<file path="config.mk">
export PLATFORM = sky130hd
export DESIGN_NAME = sweep_stim_gen
export DESIGN_NICKNAME = d
export VERILOG_FILES = /design/src/rtl/sweep_defs.sv /design/src/rtl/sweep_sig_acc.sv /design/src/rtl/sweep_stim_gen.sv
export SDC_FILE = /design/constraint.sdc
export NUM_CORES = 1
export LEC_CHECK = 0
export ABC_AREA = 1
export CELL_PAD_IN_SITES_DETAIL_PLACEMENT = 0
export CELL_PAD_IN_SITES_GLOBAL_PLACEMENT = 1
export CORE_MARGIN = 3
export CORE_UTILIZATION = 41
export DETAILED_ROUTE_END_ITERATION = 6
export PLACE_DENSITY_LB_ADDON = 0.1
export RECOVER_POWER = 100
export SLEW_MARGIN = 30
export SYNTH_ARGS = -nofsm -noshare
export SYNTH_HDL_FRONTEND = slang
export SYNTH_HIERARCHICAL = 1
export SYNTH_SLANG_ARGS = --single-unit
</file>
<file path="constraint.sdc">
create_clock -name clk -period 2.3 [get_ports clk]
set_input_delay 0.69 -clock clk [delete_from_list [all_inputs] [get_ports clk]]
set_output_delay 0.69 -clock clk [all_outputs]
set_load 0.05 [all_outputs]
</file>
<file path="src/rtl/sweep_defs.sv">
// Shared encodings and CRC helpers for the sweep stimulus generator.
package sweep_defs;

    typedef enum logic [1:0] {
        MODE_BIN  = 2'd0,
        MODE_GRAY = 2'd1,
        MODE_DESC = 2'd2,
        MODE_RSVD = 2'd3
    } mode_t;

    typedef enum logic {
        ST_IDLE = 1'b0,
        ST_RUN  = 1'b1
    } state_t;

    localparam logic [15:0] CRC_POLY = 16'h1021;
    localparam logic [15:0] CRC_SEED = 16'hFFFF;

    // One bit of a left-shifting CRC-16, response bit folded in at the MSB.
    function automatic logic [15:0] crc_step(input logic [15:0] crc, input logic bit_in);
        logic fb;
        fb = crc[15] ^ bit_in;
        return {crc[14:0], 1'b0} ^ (fb ? CRC_POLY : 16'h0000);
    endfunction

endpackage

</file>
<file path="src/rtl/sweep_sig_acc.sv">
// Ones counter and CRC-16 accumulator with result registers loaded at pass end.
module sweep_sig_acc
    import sweep_defs::*;
#(
    parameter int WIDTH = 5
) (
    input  logic             clk,
    input  logic             rst,
    input  logic             clear,
    input  logic             sample_en,
    input  logic             resp,
    input  logic             load,
    output logic [WIDTH:0]   ones_cnt,
    output logic [15:0]      signature
);

    logic [WIDTH:0] ones_reg;
    logic [WIDTH:0] ones_next;
    logic [15:0]    crc_reg;
    logic [15:0]    crc_next;

    // The step values include a sample taken on the same edge as load/clear.
    always_comb begin
        ones_next = ones_reg;
        crc_next  = crc_reg;
        if (sample_en) begin
            ones_next = ones_reg + {{WIDTH{1'b0}}, resp};
            crc_next  = crc_step(crc_reg, resp);
        end
    end

    always_ff @(posedge clk or posedge rst) begin
        if (rst) begin
            ones_reg  <= '0;
            crc_reg   <= CRC_SEED;
            ones_cnt  <= '0;
            signature <= '0;
        end else begin
            if (load) begin
                ones_cnt  <= ones_next;
                signature <= crc_next;
            end
            if (clear) begin
                ones_reg <= '0;
                crc_reg  <= CRC_SEED;
            end else begin
                ones_reg <= ones_next;
                crc_reg  <= crc_next;
            end
        end
    end

endmodule

</file>
<file path="src/rtl/sweep_stim_gen.sv">
// Exhaustive input sweeper: FSM, dwell/index counters and vector ordering.
module sweep_stim_gen
    import sweep_defs::*;
#(
    parameter int WIDTH     = 5,
    parameter int DWELL     = 200,
    parameter int SAMPLE_AT = 199
) (
    input  logic             clk,
    input  logic             rst,
    input  logic             start,
    input  logic             stop,
    input  logic [1:0]       mode,
    input  logic             continuous,
    input  logic             resp,
    output logic [WIDTH-1:0] vec,
    output logic [WIDTH-1:0] vec_idx,
    output logic             sample_stb,
    output logic             busy,
    output logic             done,
    output logic [WIDTH:0]   ones_cnt,
    output logic [15:0]      signature
);

    localparam int DW = $clog2(DWELL);

    state_t         state_reg;
    mode_t          mode_reg;
    logic           cont_reg;
    logic [DW-1:0]  dwell_reg;
    logic [WIDTH-1:0] idx_reg;
    logic [WIDTH-1:0] vec_reg;
    logic           done_reg;

    logic dwell_end;
    logic last_vec;
    logic start_ok;
    logic pass_end;

    function automatic logic [WIDTH-1:0] map_vec(input logic [WIDTH-1:0] i, input mode_t m);
        case (m)
            MODE_GRAY: return i ^ (i >> 1);
            MODE_DESC: return ~i;
            default:   return i;
        endcase
    endfunction

    assign dwell_end  = (dwell_reg == DW'(DWELL - 1));
    assign last_vec   = (idx_reg == {WIDTH{1'b1}});
    assign start_ok   = (state_reg == ST_IDLE) && start && !stop;
    assign pass_end   = (state_reg == ST_RUN) && !stop && dwell_end && last_vec;
    assign sample_stb = (state_reg == ST_RUN) && (dwell_reg == DW'(SAMPLE_AT));

    always_ff @(posedge clk or posedge rst) begin
        if (rst) begin
            state_reg <= ST_IDLE;
            mode_reg  <= MODE_BIN;
            cont_reg  <= 1'b0;
            dwell_reg <= '0;
            idx_reg   <= '0;
            vec_reg   <= '0;
            done_reg  <= 1'b0;
        end else begin
            done_reg <= 1'b0;
            case (state_reg)
                ST_IDLE: begin
                    if (start_ok) begin
                        state_reg <= ST_RUN;
                        mode_reg  <= mode_t'(mode);
                        cont_reg  <= continuous;
                        dwell_reg <= '0;
                        idx_reg   <= '0;
                        vec_reg   <= map_vec('0, mode_t'(mode));
                    end
                end
                default: begin
                    if (stop) begin
                        // Abort: counters and vector freeze where they are.
                        state_reg <= ST_IDLE;
                    end else if (dwell_end) begin
                        dwell_reg <= '0;
                        idx_reg   <= idx_reg + WIDTH'(1);
                        vec_reg   <= map_vec(idx_reg + WIDTH'(1), mode_reg);
                        if (last_vec) begin
                            done_reg <= 1'b1;
                            if (!cont_reg) state_reg <= ST_IDLE;
                        end
                    end else begin
                        dwell_reg <= dwell_reg + DW'(1);
                    end
                end
            endcase
        end
    end

    assign vec     = vec_reg;
    assign vec_idx = idx_reg;
    assign busy    = (state_reg == ST_RUN);
    assign done    = done_reg;

    sweep_sig_acc #(.WIDTH(WIDTH)) u_acc (
        .clk       (clk),
        .rst       (rst),
        .clear     (start_ok || pass_end),
        .sample_en (sample_stb),
        .resp      (resp),
        .load      (pass_end),
        .ones_cnt  (ones_cnt),
        .signature (signature)
    );

endmodule

</file>
Word level (Yosys, flattened, before mapping)
Index checks and enable logic that the tools add are counted.
- register bits after elaboration: 67
- output and inout bits: 35
- logic and storage cells: 67
- bits of input ports: 8
- muxes and demuxes: 29
- reductions and logical operators: 12
- add/subtract/negate cells: 3
- eq/ne operators: 7
- bitwise logic cells: 5
- operators by type and width (operator ; count):
    two-way mux 5 bit ; 9
    two-way mux 16 bit ; 2
    two-way mux 8 bit ; 4
    bitwise XOR 16 bit ; 1
    two-way mux 13 bit ; 1
    two-way mux 6 bit ; 2
    two-way mux 1 bit ; 10
    case mux 5 bit (2 select lines) ; 1
    adder 8 x 1 -> 8 bit (second input constant) ; 1
    equality test 8 bit (second input constant) ; 1
    adder 6 x 1 -> 6 bit ; 1
    logical AND 1 bit ; 6
    adder 5 x 1 -> 5 bit (second input constant) ; 1
    equality test 5 bit (second input constant) ; 1
    inverter 5 bit ; 1
    bitwise XOR 5 x 4 -> 5 bit ; 1
    equality test 2 bit (second input constant) ; 2
    AND reduction 2 bit ; 2
    AND reduction 3 bit ; 1
    equality test 2 x 1 -> 1 bit (second input constant) ; 1
    != test 2 x 1 -> 1 bit (second input constant) ; 1
    != test 2 bit (second input constant) ; 1
    nonzero test 2 bit ; 1
    zero test 1 bit ; 1
    other kinds (3) ; 3

Depth between registers and ports, before layout
- depth in word-level cells: 6
- depth in mapped cells: 12
- gate-level depth less buffers: 12

Modules after synthesis
The synthesis kept the hierarchy.
- by module, submodules not included (module ; cells each ; area each (um^2) ; times used):
    sweep_sig_acc ; 191 ; 1819.2 ; 1
    sweep_stim_gen ; 163 ; 1353.8 ; 1

Worst setup path before layout
Ideal clock, no wire load.
- kind: register -> register
- from: reg state_reg (netlist: busy)
- to: reg u_acc.ones_cnt[0]
- stages on the path, launching flop included: 6
- slack: -0.134 ns
- setup time: 0.132 ns
- path buffers: 1
- clock period less this slack: 2.434 ns
- data required time: 2.168 ns
- data arrival time: 2.302 ns
- path through: dfrtp_1 > inv_1 > nor2_1 > buf_4 > mux2i_1 > o21ai_1
- elaborated cells between the ends (all ways): 5
- those cells by class: mux (1); reduce/logical (4)
- RTL lines (what ; RTL line ; RTL):
    from (decl) ; sweep_stim_gen.sv:27 ; state_t state_reg;
    from (signal assigned) ; sweep_stim_gen.sv:56 ; state_reg <= ST_IDLE;
    from (signal assigned) ; sweep_stim_gen.sv:68 ; state_reg <= ST_RUN;
    from (signal assigned) ; sweep_stim_gen.sv:79 ; state_reg <= ST_IDLE;
    logical AND 1 bit ; sweep_stim_gen.sv:52 ; assign sample_stb = (state_reg == ST_RUN) && (dwell_reg == DW'(SAMPLE_AT));
    named net sample_stb ; sweep_stim_gen.sv:18 ; output logic sample_stb,
    two-way mux 6 bit ; sweep_sig_acc.sv:26 ; if (sample_en) begin
    to (signal assigned) ; sweep_sig_acc.sv:40 ; ones_cnt <= ones_next;
    to (decl) ; sweep_sig_acc.sv:13 ; output logic [WIDTH:0] ones_cnt,
The timed path passes the listed nets, and every way through them passes these cells.
A chain may end at the register's enable or synchronous reset.

Final worst setup path
- from: reg vec_reg[2] (netlist: vec[2])
- to: out vec[2]
- RTL lines (what ; RTL line ; RTL):
    from (decl) ; sweep_stim_gen.sv:32 ; logic [WIDTH-1:0] vec_reg;
    from (signal assigned) ; sweep_stim_gen.sv:73 ; vec_reg <= map_vec('0, mode_t'(mode));
    from (signal assigned) ; sweep_stim_gen.sv:83 ; vec_reg <= map_vec(idx_reg + WIDTH'(1), mode_reg);
    to (decl) ; sweep_stim_gen.sv:16 ; output logic [WIDTH-1:0] vec,
No word-level cell between the ends.

==> metrics.md <==
| Metric | Value |
|---|---|
| Post-layout min period | 2.21 ns |
| Synth top area cells | dfrtp_1 40%, dfstp_2 13%, nand2_1 12%, nand3_1 4.4%, inv_1 4.0% |
| Mapped Avg Cell Area | 8.96 sq um |
| Final Power | 3.61 mW |
| Die height | 94.0 um |
| Vias in the first global route | 2460 |
| Lkg Pwr | 1.83 nW |
| FF+latch area | 0.00170 sq mm |
| Critical Path Start | vec[2] |
| CP Max Fanout | 2 |
| First-pass GRT wire length | 11.7 mm |
| Worst Min Path Start | u_acc/signature[5] |
| Post-route design area | 0.00400 sq mm |
| Cell variety after synth | 38 |
| Number of routed nets with antenna violations | 0 |
| Clk slew on worst S/H paths | 0.08 ns |
| Initial antenna violation count | 0 |
| Largest net degree at the start of global routing | 45 |
| RSZ-0062 raised after global routing | no |
| Most common cell after layout, fill and taps aside | nand2_1 |
| Hold Path Stages | 2 |
| Mapped Area | 0.00317 sq mm |
| Placement Cell Area | 0.00376 sq mm |
| Status | completed |
| Share of the synthesized area in the top cell type | 40.2% |
| Slew Limit Fails | 0 |
| Slowest-stage cell, CP | clkdlybuf4s50_1 |
| VDD IR max | 0.000571 V |
| Final hold slack | 0.481 ns |
| Cell count after synthesis | 354 |
| Die width | 94.0 um |
| Clk Latency, worst-skew pair | 0.34 ns |
| Remaining DRCs | 0 |
| Fmax | 0.452 GHz |
| FF-to-FF setup slack | 0.29 ns |
| Yosys warnings | 6 |
| Final setup fails | 0 |
| Final wirelength | 6.70 mm |
| Crit Path Category | reg2out |
| Register area share after synthesis | 53.5% |
| Commonest cells after routing, fill and taps aside | 99 x nand2_1, 51 x dfrtp_1, 34 x inv_1 |
| Worst-margin pin slew | 1.32 ns |
| Hold Path End | u_acc/signature[5] |
| Clk buf depth | 2 |
| Io pins | 43 |
| Setup TNS | 0 ns |
| Fin worst setup slack | 0.0886 ns |
| Pre-CTS setup slack | 0.0615 ns |
| R2r worst-path depth | 10 |
| Hold crit path type | reg2reg |
| Port bufs | 42 |
| Grt total ovfl | 0 |
| Cell Rows | 31 |
| Initial core utilization | 43.1% |
| Delay-heaviest family, CP | buffers and inverters |
| Final Cycle Share | 96.1% |
| DR vias | 2507 |
| Cell chain of the critical path | clkdlybuf4s50_1 |
| Critical path buffers and inverters | 1 |
| Antenna diodes | 0 |
| Area leader, netlist | dfrtp_1 |
| CTS root buf | clkbuf_8 |
| H-tree depth | 3 |
| Final Hold Viols | 0 |
| Max incr delay on CP | 0.81 ns |
| DR pass1 iterations | 6 |
| Reg2reg start | vec_idx[0] |
| Layout cells sized above 1 | 15.2% |
| Placer Congestion | 0.799 |
| Core Region | 0.00737 sq mm |
| R2r endpoint | u_acc/signature[15] |
| Nets | 432 |
| Footprint of the multi-input gates | 0.00127 sq mm |
| Syn_nets | 369 |
| Pwr Density | 903 mW/mm^2 |
| Post-detail-place hpwl | 4.65 mm |
| Clk sinks | 67 |
| Starting DRT DRC Count | 93 |
| Cts hold-fix bufs | 0 |
| Worst EP required | 1.61 ns |
| Crit. End Element | output port |
| Total CTS buffers | 9 |
| TritonCTS clock tree | built |
| Max-cap violations | 0 |
| Area Overhead vs Synth | 25.9% |
| CP startpoint kind | register |
| Crit path DAT | 1.52 ns |
| Worst slew margin | 12.3% |
| Die ar. | 0.00883 sq mm |
| Total GRT Usage | 16.8% |
| Post-synthesis register bit count | 67 |
| Per-cell routed wire length | 12.9 um |
| Clock Skew | 0.0111 ns |
| Layout fillers | 743 |
| Via density | 4.81 |
==> cells by family after synthesis <==
group	share of synthesized area, %
adder cells (fa/ha/maj)	2.76
AO/OA/AOI/OAI	9.82
multiplexers	3.19
flip-flops	53.5
AND/OR/NAND/NOR	23.2
XOR/XNOR	1.38
buffers and inverters	6.15
==> layer usage <==
layer	track usage (%)	routed length [um]	up-vias
met3	5.13	312	5
met5	0	0	-
met4	4.21	63	0
met1	21.0	3040	1178
li1	-	-	1277
met2	28.3	3290	47
==> through the flow <==
stage          utilization (%)  instances
2_1_floorplan                -        354
3_3_place_gp              51.1        497
3_5_place_dp              51.1        497
4_1_cts                   55.1        519
5_1_grt                   54.2        521
6_report                  54.2        521
==> synth_stat cells (all sizes together) <==
cell    number
ha           7
mux2         1
mux2i        9
o21ai       36
o22ai        3
nand4        3
inv         36
dfrtp       51
xor2         5
a32o         1
nor3         3
or2          1
dfstp       16
nand2      101
and2         1
o211ai       1
clkbuf       4
a21oi       13
nor2        24
nand3       29
buf          6
o31ai        1
nand3b       2
==> report_power, final <==
group / internal (mW) / switching, mW
Clock: 0.725 / 0.460
Combinational: 0.339 / 0.665
Sequential: 1.30 / 0.118
Total: 2.37 / 1.24
==> layout make-up <==
class | count | share of cell area [%]
inverter | 36 | 3.38
sequential | 67 | 42.5
clock buffer | 10 | 3.19
tap | 99 | 3.10
timing repair buffer | 62 | 13.2
multi-input combinational | 241 | 31.8
clock inverter | 6 | 2.82
==> worst register-to-register path: stages (launching register included) <==
cell and delay (ns):
dfrtp_1 0.49, ha_1 0.21, nand2_1 0.09, nor2_1 0.13, ha_1 0.15, inv_1 0.07
nor2_1 0.16, inv_1 0.07, clkbuf_2 0.30, nand2_1 0.13, o21ai_0 0.08
==> worst max path at each step <==
stage,end,slack (ns),depth (start not counted)
2_1_floorplan,u_acc/crc_reg[10],0.04,9
3_3_place_gp,u_acc/ones_cnt[4],0.10,10
3_5_place_dp,u_acc/ones_reg[3],0.06,6
4_1_cts,sample_stb,0.0008,6
5_1_grt,dwell_reg[1],0.03,3
6_report,vec[2],0.09,1
==> timing repair <==
| item | 4_1_cts | 5_1_grt |
|---|---|---|
| gates resized for setup | 3 | 3 |
| buffers inserted | 6 | 2 |
| pin swaps | 3 | 2 |
| endpoints found under the setup margin | 1 | 3 |
No activity file was read; power rests on OpenSTA's default activity.
